File: config.mk
export PLATFORM = sky130hd
export DESIGN_NAME = instr_dispatch
export DESIGN_NICKNAME = d
export VERILOG_FILES = /design/src/rtl/daq_pkg.sv /design/src/rtl/spi_handshake.sv /design/src/rtl/instr_dispatch.sv
export SDC_FILE = /design/constraint.sdc
export NUM_CORES = 1
export LEC_CHECK = 0
export ABC_AREA = 1
export CORE_MARGIN = 8
export CORE_UTILIZATION = 51
export CTS_BUF_LIST = sky130_fd_sc_hd__clkbuf_8
export DETAILED_ROUTE_END_ITERATION = 8
export PLACE_DENSITY = 0.82
export SYNTH_ARGS = -nofsm -noshare
export SYNTH_HDL_FRONTEND = slang
export SYNTH_SLANG_ARGS = --single-unit
export TNS_END_PERCENT = 30
File: constraint.sdc
create_clock -name clk -period 4.1 [get_ports clk]
set_input_delay 0.82 -clock clk [delete_from_list [all_inputs] [get_ports clk]]
set_output_delay 0.82 -clock clk [all_outputs]
set_load 0.02 [all_outputs]
File: src/rtl/daq_pkg.sv
// rtl/daq_pkg.sv - shared codes, field positions and word builders for instr_dispatch
//
// Purpose: single home for opcode values, control-unit state codes, instruction
//          field bit positions, the error prefix and the SPI busy timeout limit.
// Ports:   none (package).
package daq_pkg;

  // Opcodes carried in instr[31:27]
  localparam logic [4:0] OP_NOP       = 5'h00;
  localparam logic [4:0] OP_DAC_WRITE = 5'h01;
  localparam logic [4:0] OP_ADC_WRITE = 5'h02;
  localparam logic [4:0] OP_ADC_READ  = 5'h03;
  localparam logic [4:0] OP_ECHO      = 5'h04;
  localparam logic [4:0] OP_WAIT      = 5'h05;

  // Control-unit states; the encoding is visible on cu_state
  typedef enum logic [2:0] {
    ST_IDLE      = 3'd0,
    ST_LATCH     = 3'd1,
    ST_ISSUE     = 3'd2,
    ST_BUSY_WAIT = 3'd3,
    ST_BUSY_DONE = 3'd4,
    ST_PUSH      = 3'd5,
    ST_DELAY     = 3'd6
  } state_e;

  // Instruction field positions
  localparam int OPCODE_MSB   = 31;
  localparam int OPCODE_LSB   = 27;
  localparam int ADC_ADDR_MSB = 26;
  localparam int ADC_ADDR_LSB = 16;
  localparam int DAC_ADDR_MSB = 20;
  localparam int DAC_ADDR_LSB = 16;
  localparam int DAC_DATA_MSB = 11;
  localparam int ADC_DATA_MSB = 7;

  localparam logic [15:0] ERR_PREFIX = 16'hDEAD;

  // BUSY_WAIT gives up on the cycle where the counter reads this value,
  // i.e. after 255 cycles without seeing spi_busy.
  localparam logic [7:0] SPI_TIMEOUT_LAST = 8'd254;

  function automatic logic [31:0] adc_readback_word(input logic        timeout,
                                                    input logic [10:0] addr,
                                                    input logic [7:0]  data);
    return {OP_ADC_READ, timeout, 2'b00, 5'b00000, addr, data};
  endfunction

  function automatic logic [31:0] error_word(input logic [4:0] op);
    return {ERR_PREFIX, 11'd0, op};
  endfunction

endpackage

File: src/rtl/spi_handshake.sv
// rtl/spi_handshake.sv - ISSUE/BUSY_WAIT/BUSY_DONE sequencing with busy timeout
//
// Purpose: decides when a request may fire, when the SPI engine has been seen
//          busy (or timed out), and when it has gone idle again.
// Ports:   clk_i, rst_n_i       clock, synchronized active-low reset
//          state_i              current control-unit state
//          spi_busy_i           SPI engine busy
//          req_fire_o           fire the request strobe this cycle (ISSUE)
//          advance_o            leave BUSY_WAIT this cycle
//          done_o               leave BUSY_DONE this cycle
//          timeout_o            last BUSY_WAIT ended by timeout
module spi_handshake
  import daq_pkg::*;
(
  input  logic   clk_i,
  input  logic   rst_n_i,
  input  state_e state_i,
  input  logic   spi_busy_i,
  output logic   req_fire_o,
  output logic   advance_o,
  output logic   done_o,
  output logic   timeout_o
);

  logic [7:0] cnt_q, cnt_d;
  logic       timeout_q, timeout_d;

  always_comb begin
    req_fire_o = 1'b0;
    advance_o  = 1'b0;
    done_o     = 1'b0;
    cnt_d      = 8'd0;
    timeout_d  = timeout_q;
    case (state_i)
      ST_ISSUE: begin
        req_fire_o = !spi_busy_i;
        timeout_d  = 1'b0;
      end
      ST_BUSY_WAIT: begin
        if (spi_busy_i) begin
          advance_o = 1'b1;
        end else if (cnt_q == SPI_TIMEOUT_LAST) begin
          advance_o = 1'b1;
          timeout_d = 1'b1;
        end else begin
          cnt_d = cnt_q + 8'd1;
        end
      end
      ST_BUSY_DONE: done_o = !spi_busy_i;
      default: ;
    endcase
  end

  always_ff @(posedge clk_i or negedge rst_n_i) begin
    if (!rst_n_i) begin
      cnt_q     <= 8'd0;
      timeout_q <= 1'b0;
    end else begin
      cnt_q     <= cnt_d;
      timeout_q <= timeout_d;
    end
  end

  assign timeout_o = timeout_q;

endmodule

File: src/rtl/instr_dispatch.sv
// rtl/instr_dispatch.sv - instruction FIFO dispatcher for DAC/ADC SPI ops and readback
//
// Purpose: pops 32-bit instructions, issues DAC/ADC SPI requests, echoes words,
//          reports unknown opcodes and executes timed waits.
// Ports:   clk, reset_n                                     clock, async active-low reset
//          instr_ready, instr_in, instr_ack                 instruction FIFO (read-ahead)
//          readback_ready, readback_write, readback_data    readback FIFO push side
//          dac_request_write, dac_address, dac_data         DAC SPI request
//          adc_request_write, adc_request_read, adc_address,
//          adc_data, adc_data_readback                      ADC SPI request/response
//          spi_busy                                         SPI engine busy
//          cu_state, cu_instr                               state code, latched opcode
module instr_dispatch
  import daq_pkg::*;
#(
  parameter int WAIT_W = 16
) (
  input  logic        clk,
  input  logic        reset_n,
  input  logic        instr_ready,
  input  logic [31:0] instr_in,
  output logic        instr_ack,
  input  logic        readback_ready,
  output logic        readback_write,
  output logic [31:0] readback_data,
  output logic        dac_request_write,
  output logic [4:0]  dac_address,
  output logic [11:0] dac_data,
  output logic        adc_request_write,
  output logic        adc_request_read,
  output logic [10:0] adc_address,
  output logic [7:0]  adc_data,
  input  logic [7:0]  adc_data_readback,
  input  logic        spi_busy,
  output logic [2:0]  cu_state,
  output logic [4:0]  cu_instr
);

  localparam logic [WAIT_W-1:0] WAIT_ONE = WAIT_W'(1);

  // Assertion is immediate; release passes through two flops so every
  // register leaves reset on the same clock edge.
  logic [1:0] rst_sync_q;
  logic       rst_n_int;

  always_ff @(posedge clk or negedge reset_n) begin
    if (!reset_n) rst_sync_q <= 2'b00;
    else          rst_sync_q <= {rst_sync_q[0], 1'b1};
  end

  assign rst_n_int = rst_sync_q[1];

  state_e            state_q, state_d;
  logic [4:0]        opcode_q, opcode_d;
  logic [4:0]        dac_addr_q, dac_addr_d;
  logic [11:0]       dac_data_q, dac_data_d;
  logic [10:0]       adc_addr_q, adc_addr_d;
  logic [7:0]        adc_data_q, adc_data_d;
  logic [31:0]       rb_q, rb_d;
  logic [WAIT_W-1:0] wait_cnt_q, wait_cnt_d;

  logic       req_fire, advance, done, timeout;
  logic [4:0] op_in;

  assign op_in = instr_in[OPCODE_MSB:OPCODE_LSB];

  spi_handshake u_spi_handshake (
    .clk_i      (clk),
    .rst_n_i    (rst_n_int),
    .state_i    (state_q),
    .spi_busy_i (spi_busy),
    .req_fire_o (req_fire),
    .advance_o  (advance),
    .done_o     (done),
    .timeout_o  (timeout)
  );

  always_comb begin
    state_d           = state_q;
    opcode_d          = opcode_q;
    dac_addr_d        = dac_addr_q;
    dac_data_d        = dac_data_q;
    adc_addr_d        = adc_addr_q;
    adc_data_d        = adc_data_q;
    rb_d              = rb_q;
    wait_cnt_d        = wait_cnt_q;
    instr_ack         = 1'b0;
    readback_write    = 1'b0;
    dac_request_write = 1'b0;
    adc_request_write = 1'b0;
    adc_request_read  = 1'b0;
    case (state_q)
      ST_IDLE: if (instr_ready) state_d = ST_LATCH;
      ST_LATCH: begin
        // The FIFO head is decoded directly here; the pop takes effect at
        // the end of this cycle, so instr_ready no longer matters.
        instr_ack = 1'b1;
        opcode_d  = op_in;
        case (op_in)
          OP_NOP: state_d = ST_IDLE;
          OP_DAC_WRITE: begin
            dac_addr_d = instr_in[DAC_ADDR_MSB:DAC_ADDR_LSB];
            dac_data_d = instr_in[DAC_DATA_MSB:0];
            state_d    = ST_ISSUE;
          end
          OP_ADC_WRITE, OP_ADC_READ: begin
            adc_addr_d = instr_in[ADC_ADDR_MSB:ADC_ADDR_LSB];
            adc_data_d = instr_in[ADC_DATA_MSB:0];
            state_d    = ST_ISSUE;
          end
          OP_ECHO: begin
            rb_d    = instr_in;
            state_d = ST_PUSH;
          end
          OP_WAIT: begin
            wait_cnt_d = instr_in[WAIT_W-1:0];
            state_d    = ST_DELAY;
          end
          default: begin
            rb_d    = error_word(op_in);
            state_d = ST_PUSH;
          end
        endcase
      end
      ST_ISSUE: begin
        if (req_fire) begin
          dac_request_write = (opcode_q == OP_DAC_WRITE);
          adc_request_write = (opcode_q == OP_ADC_WRITE);
          adc_request_read  = (opcode_q == OP_ADC_READ);
          state_d           = ST_BUSY_WAIT;
        end
      end
      ST_BUSY_WAIT: if (advance) state_d = ST_BUSY_DONE;
      ST_BUSY_DONE: begin
        if (done) begin
          if (opcode_q == OP_ADC_READ) begin
            rb_d    = adc_readback_word(timeout, adc_addr_q, adc_data_readback);
            state_d = ST_PUSH;
          end else begin
            state_d = ST_IDLE;
          end
        end
      end
      ST_PUSH: begin
        if (readback_ready) begin
          readback_write = 1'b1;
          state_d        = ST_IDLE;
        end
      end
      ST_DELAY: begin
        if (wait_cnt_q == '0) state_d = ST_IDLE;
        else                  wait_cnt_d = wait_cnt_q - WAIT_ONE;
      end
      default: state_d = ST_IDLE;
    endcase
  end

  always_ff @(posedge clk or negedge rst_n_int) begin
    if (!rst_n_int) begin
      state_q    <= ST_IDLE;
      opcode_q   <= 5'd0;
      dac_addr_q <= 5'd0;
      dac_data_q <= 12'd0;
      adc_addr_q <= 11'd0;
      adc_data_q <= 8'd0;
      rb_q       <= 32'd0;
      wait_cnt_q <= '0;
    end else begin
      state_q    <= state_d;
      opcode_q   <= opcode_d;
      dac_addr_q <= dac_addr_d;
      dac_data_q <= dac_data_d;
      adc_addr_q <= adc_addr_d;
      adc_data_q <= adc_data_d;
      rb_q       <= rb_d;
      wait_cnt_q <= wait_cnt_d;
    end
  end

  assign readback_data = rb_q;
  assign dac_address   = dac_addr_q;
  assign dac_data      = dac_data_q;
  assign adc_address   = adc_addr_q;
  assign adc_data      = adc_data_q;
  assign cu_state      = state_q;
  assign cu_instr      = opcode_q;

endmodule
==> key figures <==
Clock tree
  – Clock Sinks: roughly 100
  – Root Buffer Master: sky130_fd_sc_hd__clkbuf_8
  – Post-CTS Repair Setup Buffers: 0
  – Total of hold buffers inserted after clock tree synthesis: 0
  – Cts bufs inserted: 9
  – TritonCTS clock tree: built
  – Resized cells post-CTS: 0
  – H-tree level count: 3
  – Max clock buf depth: 2
  – Insertion delay of the later-clocked pin in the worst-skew pair: ~0.37 ns
  – Clock slew seen by the registers of the worst setup and hold paths: approximately 0.090 ns

Detailed routing
  – Number of DRC violations after detailed-routing iteration 0: between 300 and 400
  – Wirelength, routed: 13.8 mm
  – Routed wirelength normalized by instance count: ~16 microns
  – Average via count per standard cell: roughly 5.2
  – Remaining routing DRC violations: 0
  – Post-route ant nets: 0
  – Vias after detailed routing: around 4,500
  – Number of optimization iterations in the first detailed-route pass: 5

Worst setup path
  – Setup crit end kind: output pin
  – CP Class: input pin to output pin
  – Worst setup SP type: input pin
  – Critical Path RT: 3.28 ns
  – Data arrival time of the worst path: between 2 and 2.5 ns
  – Crit-path max FO: 4

Run status
  – Result of the run: finished clean

Cells and area
  – Number of nets in the finished design: ~800
  – Number of diodes: 0
  – Area growth, synth to finish: 29.4%
  – Fraction of final layout cells with drive strength greater than 1: between 8 and 9%

Yosys
  – Commonest cells in the netlist: sky130_fd_sc_hd__nand2_1, sky130_fd_sc_hd__dfrtp_1, sky130_fd_sc_hd__nor2_1
  – Primary FF master, synth: sky130_fd_sc_hd__dfrtp_1
  – Basic-gate share of the synthesized area counting and, or, nand and nor cells: 25.1%
  – Number of flops mapped to enable cells by yosys: 0
  – Post-synthesis adder-cell area fraction: 0.979%
  – Cell accounting for the most synthesized area: sky130_fd_sc_hd__dfrtp_1
  – Cell with the most instances after synthesis: sky130_fd_sc_hd__nand2_1
  – Count of unique library cells instantiated by Yosys: 37
  – Xor/xnor share of the synthesized area: under 10%
  – FFs w/ async S/R, synth: 100%
  – Post-synthesis sequential area ratio: between 50% and 60%
  – Mean Syn Cell Area: ~8.3 sq um
  – Main combinational cell family by area after synthesis: simple AND/OR/NAND/NOR gates
  – Top cells by area, synth: sky130_fd_sc_hd__dfrtp_1, sky130_fd_sc_hd__nand2_1, sky130_fd_sc_hd__o21ai_0, sky130_fd_sc_hd__nor2_1, sky130_fd_sc_hd__inv_1
  – Area share of the leading cell type in the synthesized netlist: about half
  – Post-synthesis instance total: a little over 600
  – Yosys reg bits: ~100
  – Netlist area before placement: around 5000 sq um
  – Syn nets: 663
  – Count of synthesis-stage warnings from yosys: 0
  – Complex-gate fraction of the synthesized area: 13.8%
  – Share of synthesized area spent on multiplexers: 0%

Placed design
  – GP Congestion: approximately 0.88
  – Port Buffers: roughly 130
  – Pre-CTS setup slack: roughly 0.93 ns
  – Final HPWL from detailed placement: 10.3 mm

Die
  – I/O pin cnt: about 130
  – Area enclosed by the die boundary: 13,500 sq um
  – Floorplan die width: 116 microns
  – Placeable core region: ~10000 sq um
  – Num rows: 36
  – Initial standard-cell utilization of the core: a little over half
  – Vertical extent of the die: ~120 microns

Timing
  – Final count of negative-setup-slack endpoints: 0
  – Hold Fails Final Rpt: 0
  – Total Negative Setup Slacks: 0 ns
  – Max Freq: roughly 320 MHz
  – Worst relative slew slack: about 39%
  – Setup slack after layout: 0.950 ns
  – Hold slack: about 0.36 ns
  – Fraction of the cycle the final worst path needs: 76.8%
  – Clock tree skew after final layout: 0.0122 ns
  – Number of pins exceeding their max-slew limit in the final report: 0
  – Transition time at the pin with the least slew margin: roughly 0.92 ns
  – Unrepaired setup endpoints after global routing: no
  – Final min period: roughly 3.1 ns

Power and ir drop
  – Total Power: about 5000 uW
  – Power per standard cell area: approximately 750 nW/um^2
  – Leakage component of the power: 0.00303 uW
  – Maximum ir drop on the vdd rail: slightly above 0.6 mV

Global routing
  – Number of antenna violations at the first check in global routing: 0
  – Global-route wire length before repair: 22.7 mm
  – Number of global-route vias before repair: approximately 4,600
  – GRT Resource Usage Total: 21.4%
  – Remaining global-route overflow: 0
  – Pin count of the biggest net entering global routing: 73

Worst hold path
  – Hold Path Class: flip-flop to flip-flop

Flow run
  – Total of max-cap violations: 0
[power by group]
| group | leakage [uW] | switching (uW) | internal [uW] |
|---|---|---|---|
| Sequential | 0.00129 | 349 | 1440 |
| Clock | 0.000127 | 334 | 434 |
| Combinational | 0.00162 | 1400 | 1020 |
| Total | 0.00303 | 2080 | 2900 |
[critical path, cell delays in order]
cell	delay (ns)
sky130_fd_sc_hd__clkdlybuf4s50_1	0.49
sky130_fd_sc_hd__nor2_1	0.14
sky130_fd_sc_hd__inv_1	0.07
sky130_fd_sc_hd__nor4_1	0.16
sky130_fd_sc_hd__clkdlybuf4s50_1	0.65
[cells by family (layout without fill, tap and decap cells)]
group,count (synthesis),after routing
simple gates,300,300
compound gates,115,115
flops,103,103
buf+inv,83,203
xor+xnor,8,8
fa+ha+maj,4,4
other cells,1,1
[cell type report]
cell class              count  area (sq um)
flip-flops and latches    103          2580
clock buffers              11           151
inverters                  59           221
fillers                   804          3160
multi-input cells         428          2120
clock inverters             4          93.8
well taps                 133           166
repair buffers            129          1280
[flip-flops by register name (all words and copies together) (netlist names)]
signal,count
readback_data,32
wait_cnt_q,16
dac_data,12
adc_address,11
adc_data,8
u_spi_handshake.cnt_q,8
cu_instr,5
dac_address,5
cu_state,3
rst_sync_q,2
u_spi_handshake.timeout_o,1
[worst paths after layout]
path | start | end | slack [ns] | cells past startpoint
min | rst_sync_q[0] | rst_sync_q[1] | 0.36 | 0
max in group asynchronous | rst_sync_q[1] | wait_cnt_q[13] | 2.67 | 1
max reg2reg | cu_state[1] | readback_data[9] | 1.58 | 8
max | spi_busy | dac_request_write | 0.95 | 5
min in group asynchronous | rst_sync_q[1] | dac_data[0] | 0.48 | 0
min reg2reg | rst_sync_q[0] | rst_sync_q[1] | 0.36 | 0
[routing by layer]
layer  wire [microns]  vias to the layer above  track usage, %
met2             6750                      155            35.9
met5                0                        -               0
met1             5850                     2173            25.9
met3             1080                       14            6.00
li1                 -                     2196               -
met4              160                        0            7.52
[cell usage in the layout, fill, tap and decap left out, drive strengths merged, types with 11 or more instances in the layout]
cell             n
nand2          190
dfrtp          103
clkdlybuf4s50  125
a21oi           23
nor2            60
nand3           35
a22oi           12
o21ai           74
inv             60
clkbuf          11
[through the flow]
step / area [sq um] / cells / util (%)
2_1_floorplan: 5110 / 614 / -
3_3_place_gp: 6370 / 852 / 65.2
3_5_place_dp: 6370 / 852 / 65.2
4_1_cts: 6620 / 867 / 67.7
5_1_grt: 6620 / 867 / 67.7
6_report: 6620 / 867 / 67.7
Power figures use the tool's default switching activity.
